==> config.mk <==
export PLATFORM = sky130hd
export DESIGN_NAME = pc_unit
export DESIGN_NICKNAME = d
export VERILOG_FILES = /design/src/rtl/pc_pkg.sv /design/src/rtl/pc_ras.sv /design/src/rtl/pc_unit.sv
export SDC_FILE = /design/constraint.sdc
export NUM_CORES = 1
export LEC_CHECK = 0
export ABC_AREA = 1
export ABC_CLOCK_PERIOD_IN_PS = 5100
export CAP_MARGIN = 10
export CELL_PAD_IN_SITES_DETAIL_PLACEMENT = 0
export CELL_PAD_IN_SITES_GLOBAL_PLACEMENT = 2
export CORE_MARGIN = 10
export CORE_UTILIZATION = 26
export CTS_CLUSTER_SIZE = 28
export DETAILED_ROUTE_END_ITERATION = 8
export PLACE_DENSITY_LB_ADDON = 0.12
export SLEW_MARGIN = 20
export SYNTH_ARGS = -nofsm -noshare
export SYNTH_HDL_FRONTEND = slang
export SYNTH_SLANG_ARGS = --single-unit
export TNS_END_PERCENT = 5
==> constraint.sdc <==
create_clock -name clk -period 5.1 [get_ports clk]
set_clock_uncertainty 0.15 [all_clocks]
set_input_delay 1.275 -clock clk [delete_from_list [all_inputs] [get_ports clk]]
set_output_delay 1.275 -clock clk [all_outputs]
set_load 0.05 [all_outputs]
==> src/rtl/pc_pkg.sv <==
// Shared definitions for the program-counter unit: next-PC select encoding, FSM states, PC step.
// Latency: none (types and constants only).
// Backpressure: not applicable.
package pc_pkg;

  // Next-PC source select as driven on the pcsrc port
  typedef enum logic [1:0] {
    SEQ    = 2'b00,
    BRANCH = 2'b01,
    JALR   = 2'b10,
    TRAP   = 2'b11
  } pcsrc_e;

  // Sequencer states: BOOT holds the reset vector for one edge, FAULT parks on a misaligned target
  typedef enum logic [1:0] {
    BOOT  = 2'b00,
    RUN   = 2'b01,
    FAULT = 2'b10
  } pc_state_e;

  // Byte distance between consecutive instructions
  localparam int PC_INC = 4;

endpackage

==> src/rtl/pc_ras.sv <==
// Return-address stack: circular buffer, push overwrites oldest when full, pop on empty is dropped.
// Latency: push/pop take effect on the clock edge; top/valid are registered-state views.
// Backpressure: none; the caller qualifies push/pop with its own advance condition.
module pc_ras #(
  parameter int ADDRESS_WIDTH = 32,
  parameter int RAS_DEPTH     = 4
) (
  input  logic                     clk,
  input  logic                     rst,
  input  logic                     push,
  input  logic                     pop,
  input  logic [ADDRESS_WIDTH-1:0] push_dat,
  output logic [ADDRESS_WIDTH-1:0] top,
  output logic                     valid
);

  localparam int PW = $clog2(RAS_DEPTH);
  localparam int CW = PW + 1;
  localparam logic [CW-1:0] FULL = CW'(RAS_DEPTH);

  logic [ADDRESS_WIDTH-1:0] mem [RAS_DEPTH];
  logic [PW-1:0]            ptr_q;
  logic [PW-1:0]            ptr_inc;
  logic [PW-1:0]            ptr_dec;
  logic [CW-1:0]            cnt_q;
  logic                     empty;

  // ptr_q always points at the most recent entry; depth is a power of two so the index wraps naturally
  assign ptr_inc = ptr_q + 1'b1;
  assign ptr_dec = ptr_q - 1'b1;
  assign empty   = (cnt_q == '0);

  // Stack update: replace on call+ret, circular push, guarded pop
  always_ff @(posedge clk or negedge rst) begin
    if (!rst) begin
      ptr_q <= '0;
      cnt_q <= '0;
      for (int i = 0; i < RAS_DEPTH; i++) begin
        mem[i] <= '0;
      end
    end else if (push && pop && !empty) begin
      mem[ptr_q] <= push_dat;
    end else if (push) begin
      ptr_q        <= ptr_inc;
      mem[ptr_inc] <= push_dat;
      if (cnt_q != FULL) begin
        cnt_q <= cnt_q + 1'b1;
      end
    end else if (pop && !empty) begin
      ptr_q <= ptr_dec;
      cnt_q <= cnt_q - 1'b1;
    end
  end

  assign valid = !empty;
  assign top   = empty ? '0 : mem[ptr_q];

endmodule

==> src/rtl/pc_unit.sv <==
// Program counter with BOOT/RUN/FAULT sequencing and optional return-address stack (PC_UNIT_RAS_EN).
// Latency: pc loads the selected target one edge after it is presented; next_pc/pcplus4 are combinational.
// Backpressure: stall=1 freezes pc, FSM and RAS for the cycle; next_pc keeps showing the target.
module pc_unit
  import pc_pkg::*;
#(
  parameter int                       ADDRESS_WIDTH = 32,
  parameter int                       DATA_WIDTH    = 32,
  parameter logic [ADDRESS_WIDTH-1:0] RESET_VECTOR  = '0,
  parameter int                       RAS_DEPTH     = 4
) (
  input  logic                     clk,
  input  logic                     rst,
  input  logic                     stall,
  input  logic [1:0]               pcsrc,
  input  logic [DATA_WIDTH-1:0]    immext,
  input  logic [DATA_WIDTH-1:0]    rs1,
  input  logic [ADDRESS_WIDTH-1:0] trap_vector,
  input  logic                     call,
  input  logic                     ret,
  output logic [ADDRESS_WIDTH-1:0] pc,
  output logic [ADDRESS_WIDTH-1:0] pcplus4,
  output logic [ADDRESS_WIDTH-1:0] next_pc,
  output logic                     fault,
  output logic [ADDRESS_WIDTH-1:0] ras_top,
  output logic                     ras_valid
);

  pc_state_e                state_q;
  pc_state_e                state_d;
  pcsrc_e                   src;
  logic [ADDRESS_WIDTH-1:0] pc_q;
  logic [ADDRESS_WIDTH-1:0] imm_a;
  logic [ADDRESS_WIDTH-1:0] rs1_a;
  logic [ADDRESS_WIDTH-1:0] target;
  logic                     tgt_ok;
  logic                     pc_load;
  logic                     run_adv;

  assign src     = pcsrc_e'(pcsrc);
  // Operands are resized to the PC width; the immediate keeps its sign, sums wrap mod 2^ADDRESS_WIDTH
  assign imm_a   = ADDRESS_WIDTH'($signed(immext));
  assign rs1_a   = ADDRESS_WIDTH'(rs1);
  assign pc      = pc_q;
  assign pcplus4 = pc_q + ADDRESS_WIDTH'(PC_INC);

  // Candidate target for the current pcsrc
  always_comb begin
    target = pcplus4;
    case (src)
      SEQ:     target = pcplus4;
      BRANCH:  target = pc_q + imm_a;
      JALR: begin
        target    = rs1_a + imm_a;
        target[0] = 1'b0;
      end
      TRAP:    target = trap_vector;
      default: target = pcplus4;
    endcase
  end

  // Trap handlers are entered whatever their alignment; everything else must be word aligned
  assign tgt_ok = (target[1:0] == 2'b00) || (src == TRAP);

  // FSM state register
  always_ff @(posedge clk or negedge rst) begin
    if (!rst) begin
      state_q <= BOOT;
    end else begin
      state_q <= state_d;
    end
  end

  // FSM next-state: BOOT lasts one edge, misaligned target parks in FAULT until an unstalled TRAP
  always_comb begin
    state_d = state_q;
    case (state_q)
      BOOT:    state_d = RUN;
      RUN:     if (!stall && !tgt_ok) state_d = FAULT;
      FAULT:   if (!stall && (src == TRAP)) state_d = RUN;
      default: state_d = BOOT;
    endcase
  end

  // FSM outputs: next_pc shows what the next unstalled edge would load, pc_load when this edge loads it
  always_comb begin
    next_pc = pc_q;
    pc_load = 1'b0;
    case (state_q)
      BOOT: next_pc = RESET_VECTOR;
      RUN: begin
        if (stall) begin
          next_pc = target;
        end else if (tgt_ok) begin
          next_pc = target;
          pc_load = 1'b1;
        end
      end
      FAULT: begin
        if (src == TRAP) begin
          next_pc = trap_vector;
          pc_load = !stall;
        end
      end
      default: next_pc = RESET_VECTOR;
    endcase
  end

  assign fault   = (state_q == FAULT);
  // Only a real advance out of RUN may touch the return-address stack
  assign run_adv = (state_q == RUN) && pc_load;

  // PC register: pinned to the reset vector while booting, otherwise loads on an advance
  always_ff @(posedge clk or negedge rst) begin
    if (!rst) begin
      pc_q <= RESET_VECTOR;
    end else if (state_q == BOOT) begin
      pc_q <= RESET_VECTOR;
    end else if (pc_load) begin
      pc_q <= next_pc;
    end
  end

`ifdef PC_UNIT_RAS_EN
  pc_ras #(
    .ADDRESS_WIDTH (ADDRESS_WIDTH),
    .RAS_DEPTH     (RAS_DEPTH)
  ) u_ras (
    .clk      (clk),
    .rst      (rst),
    .push     (run_adv & call),
    .pop      (run_adv & ret),
    .push_dat (pcplus4),
    .top      (ras_top),
    .valid    (ras_valid)
  );
`else
  logic unused_ras;
  assign unused_ras = ^{call, ret, run_adv, (RAS_DEPTH > 1)};
  assign ras_top    = '0;
  assign ras_valid  = 1'b0;
`endif

endmodule

==> results.py, run 1 <==
metrics = {
    "global_route": {
        "grt_pass1_vias": 12549,
        "grt.total_usage": 0.2156,
        "grt_max_degree": 61,
        "antenna_found_initial": 2,
        "grt_overflow": 0,
        "grt_pass1_wl_um": 73550,
    },
    "power": {
        "p_sw_frac": 0.5452,
        "clockPowerShare": 0.101,
        "combPwrFrac": 0.800,
        "p_switching_mw": 1.996,
        "intPower_mw": 1.664,
        "seqPwrFrac": 0.099,
        "p_per_area_nw_per_um2": 236.3,
        "ir_drop_mv": 0.2655,
        "leakage_nw": 8.153,
    },
    "critical_path": {
        "arrival_ns": 3.60,
        "cp_max_fo": 8,
        "worst_setup_path_start_kind": "input port",
        "critPathCaptureType": "output pin",
        "crit_type": "input port to output pin",
        "required_ns": 3.67,
    },
    "synth": {
        "netlist_area_sq_um": 9106,
        "synth.distinct_cells": 48,
        "synthAdderAreaFrac": 0.09508,
        "synth_largest_area_cell": "nand2_1",
        "yosysWarnings": 0,
        "synth_top_area_frac": 0.2964,
        "synthSimpleGateAreaFrac": 0.4867,
        "syn_avg_cell_area_sq_um": 5.153,
        "synth_top_family_by_area": "simple AND/OR/NAND/NOR gates",
        "ys_ff_latch": 34,
        "synthXorXnorAreaFrac": 0.02295,
        "yosys-top-cells-area": "nand2_1 (30%), inv_1 (12%), dfrtp_1 (9.3%)",
        "synth_mux_area_frac": 0,
        "syn_inst": 1767,
        "ys_seq_area_frac": 0.09343,
        "synth_compound_area_frac": 0.1305,
    },
    "timing": {
        "setup_viol": 0,
        "hold_viol_final": 0,
        "tightest_slew_ns": 0.9348,
        "timing.final.crit_share": 0.9854,
        "setup_ws_ns": 0.07435,
        "max-slew-margin-rel": 0.3768,
        "rsz0062_at_grt": "true",
        "period_needed_ns": 5.026,
        "fmax_ghz": 0.1990,
        "drv_slew": 0,
    },
    "routing": {
        "ant_nets": 0,
        "first_iter_violations": 756,
        "wl_met2_um": 22620,
        "finalWirelength_um": 48380,
        "drc": 0,
        "dr.max_layer_used": "met4",
        "wl_met1_um": 22980,
        "vias_per_cell": 4.672,
        "drt_pass1_iterations": 5,
        "wl_met3_um": 1813,
        "avgRoutedWirePerCell_um": 18.45,
        "vias": 12250,
    },
    "die": {
        "dieArea_sq_um": 42910,
        "ios": 233,
        "dieHeight_um": 207.1,
        "die_x_um": 207.1,
        "rows": 68,
        "initial_core_util": 0.2636,
        "core_sq_um": 34540,
    },
    "min_path": {
        "hold_class": "flop to flop",
    },
    "final_layout": {
        "n_fill_cell": 3795,
        "drive_gt1_frac": 0.3007,
        "regArea_sq_um": 850.8,
        "post-route-util": 0.4484,
        "nets": 2335,
        "area_delta_synth_final_pct": 70.09,
        "multi_input_area_sq_um": 8589,
        "final_cells": 2622,
    },
    "clock_network": {
        "cts_root_buf": "clkbuf_16",
        "cts.sinks": 34,
        "cts_tree": "done",
        "path_clk_slew_ns": 0.06,
        "clock_latency_ns": 0.30,
        "clock_path_buffers": 2,
        "cts_made_buffers": 5,
        "htree_levels": 2,
    },
    "placed_design": {
        "post-place-cells": 2582,
        "dp_hpwl_um": 38860,
        "portBuffers": 197,
        "place.gp.congestion": 0.9365,
        "pre_cts_ws_ns": -0.5267,
    },
    "run_status": {
        "status": "finished clean",
    },
    "run": {
        "maxCapViolCount": 0,
    },
}
stage by stage:
stage	hold slack (ns)	total power [mW]	cell area [sq um]	setup TNS (ns)
global placement	0.4695	2.912	13220	-10.33
global route	0.5614	3.899	15490	-0.2530
CTS	0.5004	3.536	14620	-0.2064
finish	0.4938	3.660	15490	0
detailed placement	0.4917	2.916	13220	-10.44
floorplan	0.4297	1.786	9226	0
cell families (layout without fill, tap and decap cells):
group,count (synthesis),after routing
and+or+nand+nor,1058,1058
buffers and inverters,367,733
AOI/OAI and AO/OA,216,216
adders and majority gates,68,68
DFF,34,34
xor gates and xnor gates,23,23
other,1,35
synth_stat cells (all sizes together):
cell / instances
nand3: 129
o21bai: 15
o22ai: 2
ha: 66
and3: 1
conb: 1
nand2: 725
o221ai: 1
fa: 2
nand4: 27
dfrtp: 34
nor4: 2
o31ai: 1
and2: 4
clkbuf: 21
o211ai: 8
buf: 53
xor2: 20
inv: 293
a21o: 4
or2: 13
xnor2: 3
a21boi: 1
a22oi: 1
o2bb2ai: 1
a21oi: 93
nor2: 118
nand3b: 13
nor3: 26
o21ai: 89
timing repair:
item | in CTS | in global routing
cloned | 3 | 1
hold buffers | 0 | 0
endpoints found under the setup margin | 32 | 32
buffers inserted | 17 | 11
pin swaps | 52 | 82
resized for setup | 262 | 210
power by group through the flow:
stage	clock network (mW)	registers, mW	logic [mW]
6_report	0.369	0.362	2.93
3_3_place_gp	0	0.357	2.55
3_5_place_dp	0	0.359	2.56
4_1_cts	0.378	0.358	2.80
2_1_floorplan	0	0.398	1.39
5_1_grt	0.386	0.367	3.15
critical path: stages:
cell	delay [ns]
buf_8	0.10
ha_4	0.15
inv_2	0.04
fa_1	0.42
nor2_2	0.11
nor2_2	0.05
o211ai_2	0.05
o21ai_2	0.11
nand2_2	0.12
nand3_4	0.13
buf_12	0.16
buf_16	0.14
buf_8	0.15
o21ai_2	0.10
nand2_1	0.09
a21oi_2	0.22
buf_12	0.17
sequential cells by signal (all words and copies together), names as in the netlist:
signal,cells
pc,32
state_q,2
layer usage:
layer / up-vias / GRT usage
met5: - / 0
met4: 0 / 0.04641
met3: 37 / 0.02106
met2: 260 / 0.3645
met1: 5684 / 0.2885
li1: 6269 / -
placed cells by master, fill, tap and decap left out, types with 9 or more instances in the layout:
cell / synthesis / layout
nand2_1: 719 / 638
inv_1: 282 / 270
buf_4: 36 / 216
clkdlybuf4s50_1: 0 / 103
nand3_1: 126 / 89
nand2_2: 5 / 75
nor2_1: 112 / 75
a21oi_2: 0 / 59
ha_4: 0 / 56
o21ai_0: 53 / 49
nand3_2: 2 / 37
buf_12: 0 / 36
dfrtp_1: 34 / 34
conb_1: 1 / 33
o21ai_1: 34 / 32
nor2_2: 4 / 30
nand4_1: 27 / 27
a21oi_1: 93 / 26
dlymetal6s2s_1: 0 / 25
inv_2: 10 / 22
dlygate4sd2_1: 0 / 22
xor2_1: 19 / 19
nor3_1: 22 / 16
nor2_4: 2 / 13
nand3b_1: 13 / 13
nand2_4: 1 / 12
or2_2: 11 / 10
clkbuf_2: 0 / 10
buf_6: 4 / 10
ha_1: 66 / 9
path summary, 6_finish.rpt:
kind	depth (start not counted)	endpoint	slack [ns]	startpoint
max	17	next_pc[2]	0.07	immext[0]
min	2	state_q[1]	0.49	state_q[1]
max reg2reg	17	pc[8]	1.96	pc[1]
min reg2reg	2	state_q[1]	0.49	state_q[1]
max in group asynchronous	1	pc[28]	3.24	rst
min in group asynchronous	1	pc[0]	0.96	rst
cell type report:
cell class / count / area share
multi-input combinational: 1398 / 0.5546
timing repair buffer: 432 / 0.2716
inverter: 293 / 0.07117
sequential: 34 / 0.05493
tap: 455 / 0.03676
clock buffer: 5 / 0.008078
clock inverter: 3 / 0.002585
antenna: 2 / 0.0003231
(Power assumes the default switching activity.)
==> run 2: changes to the inputs <==
--- a/config.mk
+++ b/config.mk
@@ -14,6 +14,7 @@
 export CORE_UTILIZATION = 26
 export CTS_CLUSTER_SIZE = 28
 export DETAILED_ROUTE_END_ITERATION = 8
+export MAX_ROUTING_LAYER = met4
 export PLACE_DENSITY_LB_ADDON = 0.12
 export SLEW_MARGIN = 20
 export SYNTH_ARGS = -nofsm -noshare
==> results.py, run 2 (synthesis gave the netlist of run 1 again) <==
metrics = {
    "timing": {
        "setup_viol": 0,
        "drv_slew": 0,
        "fmax_ghz": 0.1994,
        "rsz0062_at_grt": "true",
        "setup_ws_ns": 0.08387,
        "timing.final.crit_share": 0.9836,
        "period_needed_ns": 5.016,
        "tightest_slew_ns": 0.9148,
        "max-slew-margin-rel": 0.3901,
        "hold_viol_final": 0,
    },
    "routing": {
        "drc": 0,
        "vias": 12214,
        "avgRoutedWirePerCell_um": 18.79,
        "ant_nets": 0,
        "first_iter_violations": 805,
        "drt_pass1_iterations": 5,
        "vias_per_cell": 4.681,
        "finalWirelength_um": 49030,
    },
    "final_layout": {
        "largest_reg_flops": 32,
        "most-common-layout-cells": "nand2_1 (635), inv_1 (271), buf_4 (208)",
        "final_common_cell": "nand2_1",
        "nets": 2323,
        "final_area_sq_um": 15320,
        "drive_gt1_frac": 0.2977,
        "area_delta_synth_final_pct": 68.26,
    },
    "power": {
        "seqPwrFrac": 0.101,
        "p_sw_frac": 0.5555,
        "p_per_area_nw_per_um2": 234.0,
        "leakage_nw": 8.059,
        "intPower_mw": 1.594,
        "p_switching_mw": 1.992,
        "clockPowerShare": 0.093,
        "combPwrFrac": 0.806,
        "total_power_mw": 3.586,
        "ir_drop_mv": 0.5651,
    },
    "global_route": {
        "antenna_found_initial": 1,
        "grt_pass1_wl_um": 73990,
        "grt.total_usage": 0.2228,
        "grt_max_degree": 61,
        "grt_pass1_vias": 12485,
        "grt_overflow": 0,
    },
    "run_status": {
        "status": "finished clean",
    },
    "die": {
        "core_sq_um": 34540,
        "initial_core_util": 0.2636,
        "ios": 233,
        "rows": 68,
        "dieArea_sq_um": 42910,
        "die_x_um": 207.1,
        "dieHeight_um": 207.1,
    },
    "clock_network": {
        "cts.sinks": 34,
        "clock_path_buffers": 2,
        "path_clk_slew_ns": 0.06,
        "htree_levels": 2,
        "cts_root_buf": "clkbuf_16",
        "cts_tree": "done",
        "clock_latency_ns": 0.29,
        "cts_made_buffers": 5,
    },
    "critical_path": {
        "arrival_ns": 3.59,
        "required_ns": 3.67,
        "r2r_slack_ns": 2.07,
        "crit_type": "input port to output pin",
        "critPathCaptureType": "output pin",
        "worst_setup_path_start_kind": "input port",
        "cp_max_fo": 7,
    },
    "run": {
        "maxCapViolCount": 0,
    },
    "placed_design": {
        "post_dp_cell_area_sq_um": 13240,
        "portBuffers": 197,
        "dp_hpwl_um": 39160,
        "place.gp.congestion": 0.9724,
        "pre_cts_ws_ns": -0.5861,
    },
    "min_path": {
        "hold_class": "flop to flop",
    },
}
run 2: changes by cell type in the layout (fill, tap and decap cells not counted), moves of 4 or more:
cell             before  now
dlygate4sd2_1        22   18
a21oi_2              59   53
ha_1                  9   13
nor2_1               75   68
ha_4                 56   52
o21ai_1              32   37
nand2_4              12   16
dlymetal6s2s_1       25   20
buf_4               216  208
a21oi_1              26   31
nor2_2               30   38
clkdlybuf4s15_1       2    6
run 2: timing repair:
| action | in CTS | in global routing |
|---|---|---|
| hold buffers | 0 | 0 |
| setup endpoints to repair | 32 | 32 |
| pin swaps | 54 | 94 |
| gates resized for setup | 257 | 217 |
| cloned | 3 | 1 |
| buffers inserted | 10 | 5 |
run 2: final timing paths:
kind	start	depth (start not counted)	endpoint
worst max register to register	pc[0]	15	pc[29]
worst min register to register	state_q[1]	2	state_q[1]
min in group asynchronous	rst	1	pc[2]
worst min-delay path	state_q[1]	2	state_q[1]
max in group asynchronous	rst	1	pc[29]
worst max-delay path	immext[0]	18	next_pc[25]
run 2: per-layer routing:
layer	vias to the layer above	GRT usage	wire [um]
li1	6248	-	-
met1	5703	0.2949	23740
met2	233	0.3762	23520
met3	30	0.009928	1213
met4	0	0.02935	552
met5	-	-	0
run 2: power by group through the flow:
| stage | registers, mW | clock network, mW | logic, mW |
|---|---|---|---|
| final | 0.363 | 0.333 | 2.89 |
| after global routing | 0.368 | 0.346 | 3.11 |
| after CTS | 0.360 | 0.338 | 2.76 |
| after detailed placement | 0.360 | 0 | 2.56 |
| after global placement | 0.360 | 0 | 2.56 |
| after floorplan | 0.398 | 0 | 1.39 |
run 2: through the flow:
step | TNS [ns] | hold slack (ns) | utilization | instances
after global placement | -11.01 | 0.4738 | 0.3833 | 2585
after detailed placement | -10.79 | 0.4865 | 0.3833 | 2585
final | 0 | 0.4852 | 0.4436 | 2609
after floorplan | 0 | 0.4297 | - | 1799
after CTS | -0.1120 | 0.4992 | 0.4215 | 2604
after global routing | -0.1590 | 0.5418 | 0.4436 | 2609
run 2: layout make-up:
cell class / instances / area [sq um]
antenna: 1 / 2.502
clock buffer: 6 / 138.9
clock inverter: 2 / 12.51
fill: 3804 / 19220
inverter: 293 / 1102
multi-input combinational: 1398 / 8559
sequential: 34 / 850.8
tap: 455 / 569.3
timing repair buffer: 420 / 4086
run 2: worst max-delay path: stages:
cell and delay (ns):
buf_8 0.10, ha_4 0.15, inv_2 0.04, fa_1 0.42, nor2_2 0.11, nor2_2 0.04
o211ai_2 0.05, o21ai_2 0.09, nand2_2 0.13, nand3_4 0.22, buf_12 0.23, nand2_4 0.06
inv_2 0.03, nand4_1 0.09, nand2_2 0.08, a21oi_2 0.15, buf_4 0.16, buf_12 0.13
==> run 3: changes to the inputs <==
--- a/config.mk
+++ b/config.mk
@@ -6,14 +6,15 @@
 export NUM_CORES = 1
 export LEC_CHECK = 0
 export ABC_AREA = 1
-export ABC_CLOCK_PERIOD_IN_PS = 5100
+export ABC_CLOCK_PERIOD_IN_PS = 5700
 export CAP_MARGIN = 10
 export CELL_PAD_IN_SITES_DETAIL_PLACEMENT = 0
 export CELL_PAD_IN_SITES_GLOBAL_PLACEMENT = 2
 export CORE_MARGIN = 10
-export CORE_UTILIZATION = 26
+export CORE_UTILIZATION = 24
 export CTS_CLUSTER_SIZE = 28
 export DETAILED_ROUTE_END_ITERATION = 8
+export HOLD_SLACK_MARGIN = 0.03
 export MAX_ROUTING_LAYER = met4
 export PLACE_DENSITY_LB_ADDON = 0.12
 export SLEW_MARGIN = 20
==> constraint.sdc (replaced) <==
create_clock -name clk -period 5.7 [get_ports clk]
set_clock_uncertainty 0.15 [all_clocks]
set_input_delay 1.425 -clock clk [delete_from_list [all_inputs] [get_ports clk]]
set_output_delay 1.425 -clock clk [all_outputs]
set_load 0.05 [all_outputs]
==> results.py, run 3 (synthesis gave the netlist of run 1 again) <==
metrics = {
    "run_status": {
        "status": "finished clean",
    },
    "clock_network": {
        "cts_tree": "done",
        "cts_root_buf": "clkbuf_16",
        "path_clk_slew_ns": 0.06,
        "cts_made_buffers": 5,
        "clock_path_buffers": 2,
        "clock_latency_ns": 0.30,
        "hold_buffers": 0,
        "htree_levels": 2,
        "cts.sinks": 34,
    },
    "timing": {
        "max-slew-margin-rel": 0.3665,
        "setup_ws_ns": 0.07263,
        "fmax_ghz": 0.1777,
        "tns_ns": 0,
        "setup_viol": 0,
        "rsz0062_at_grt": "true",
        "timing.final.crit_share": 0.9873,
        "drv_slew": 0,
        "holdWs_ns": 0.4982,
        "tightest_slew_ns": 0.9503,
        "period_needed_ns": 5.627,
        "hold_viol_final": 0,
    },
    "critical_path": {
        "required_ns": 4.12,
        "crit_type": "input port to output pin",
        "critPathCaptureType": "output pin",
        "cp_max_fo": 5,
        "arrival_ns": 4.05,
        "worst_setup_path_start_kind": "input port",
        "r2r_slack_ns": 2.42,
    },
    "routing": {
        "vias": 11726,
        "first_iter_violations": 620,
        "ant_nets": 0,
        "drt_pass1_iterations": 5,
        "finalWirelength_um": 47180,
        "vias_per_cell": 4.556,
        "drc": 0,
        "avgRoutedWirePerCell_um": 18.33,
    },
    "power": {
        "p_per_area_nw_per_um2": 219.8,
        "leakage_nw": 7.379,
        "ir_drop_mv": 0.1990,
    },
    "final_layout": {
        "most-common-layout-cells": "nand2_1 (692), inv_1 (279), clkdlybuf4s50_1 (147)",
        "area_delta_synth_final_pct": 51.10,
        "final_common_cell": "nand2_1",
        "nets": 2233,
        "drive_gt1_frac": 0.1871,
        "n_antenna_cell": 0,
        "final_cells": 2574,
        "post-route-util": 0.3662,
        "largest_reg_flops": 32,
    },
    "placed_design": {
        "post-place-cells": 2560,
        "dp_hpwl_um": 39020,
        "place.gp.congestion": 0.9079,
        "portBuffers": 197,
        "pre_cts_ws_ns": -0.1995,
    },
    "global_route": {
        "grt_busiest_layer": "met2",
        "grt_use_met3": 0.01081,
        "grt_pass1_vias": 11865,
        "grt_pass1_wl_um": 69960,
        "met2_usage": 0.3254,
        "antenna_found_initial": 0,
        "grt.total_usage": 0.2012,
        "grtUsageMet1": 0.2686,
        "grt_overflow": 0,
        "grt_max_degree": 61,
    },
    "min_path": {
        "hold_class": "flop to flop",
    },
    "die": {
        "dieArea_sq_um": 46130,
        "die_x_um": 214.8,
        "initial_core_util": 0.2423,
        "ios": 233,
        "rows": 71,
        "core_sq_um": 37580,
        "dieHeight_um": 214.8,
    },
    "run": {
        "maxCapViolCount": 0,
    },
}
-- run 3: changes by cell type in the layout (fill, tap and decap cells not counted), moves of 13 or more --
| cell | change |
|---|---|
| nand3_1 | +19 |
| nand3_2 | -17 |
| ha_2 | +19 |
| nand2_4 | -13 |
| nand2_2 | -44 |
| dlygate4sd2_1 | -17 |
| clkdlybuf4s50_1 | +41 |
| buf_4 | -81 |
| nor2_1 | +21 |
| nand2_1 | +57 |
| ha_4 | -29 |
| a21oi_1 | +20 |
-- run 3: what timing repair did --
| action | in CTS | in global routing |
|---|---|---|
| pin swaps | 1 | 20 |
| cloned | 0 | 2 |
| setup buffers | 0 | 4 |
| resized for setup | 38 | 154 |
| setup endpoints to repair | 27 | 32 |
-- run 3: worst paths after layout --
check,start,to,depth (start not counted)
worst min register to register,state_q[1],state_q[1],2
max in group asynchronous,rst,pc[28],1
worst min-delay path,state_q[1],state_q[1],2
worst max register to register,pc[0],pc[15],16
worst max-delay path,immext[12],next_pc[15],16
min in group asynchronous,rst,state_q[0],1
-- run 3: critical path, cell delays in order --
cell and delay [ns]:
clkdlybuf4s50_1 0.50, ha_2 0.32, nand2_1 0.07, nand2_1 0.09, nand2_1 0.07, nand2_1 0.07
a21oi_1 0.22, nand2_4 0.11, or2_2 0.28, nand3_1 0.13, nand3_1 0.12, nor2_1 0.11
o21ai_1 0.07, buf_4 0.15, and2_1 0.16, buf_12 0.15
-- run 3: final cells by class --
cell class | instances | area (sq um)
Clock buffer | 5 | 125.1
Clock inverter | 3 | 40.04
Fill cell | 4270 | 23820
Inverter | 293 | 1102
Multi-Input combinational cell | 1398 | 7592
Sequential cell | 34 | 850.8
Tap cell | 511 | 639.4
Timing Repair Buffer | 330 | 3410
-- run 3: metrics by stage --
stage / area [sq um] / power [mW]
after floorplan: 9226 / 1.598
after global placement: 12690 / 2.547
after detailed placement: 12690 / 2.547
after CTS: 13000 / 2.938
after global routing: 13760 / 3.231
final: 13760 / 3.025
-- run 3: routing by layer --
layer,up-vias,share of wire,routed length [um]
li1,6063,-,-
met1,5374,0.49,23000
met2,253,0.46,21810
met3,36,0.030,1405
met4,0,0.020,964
met5,-,0,0
-- run 3: report_power, final --
part | total, mW | internal (mW) | leakage, nW | switching (mW)
logic | 2.37 | 0.874 | 6.82 | 1.49
clock network | 0.335 | 0.205 | 0.0836 | 0.130
registers | 0.323 | 0.264 | 0.471 | 0.0585
total | 3.02 | 1.34 | 7.38 | 1.68
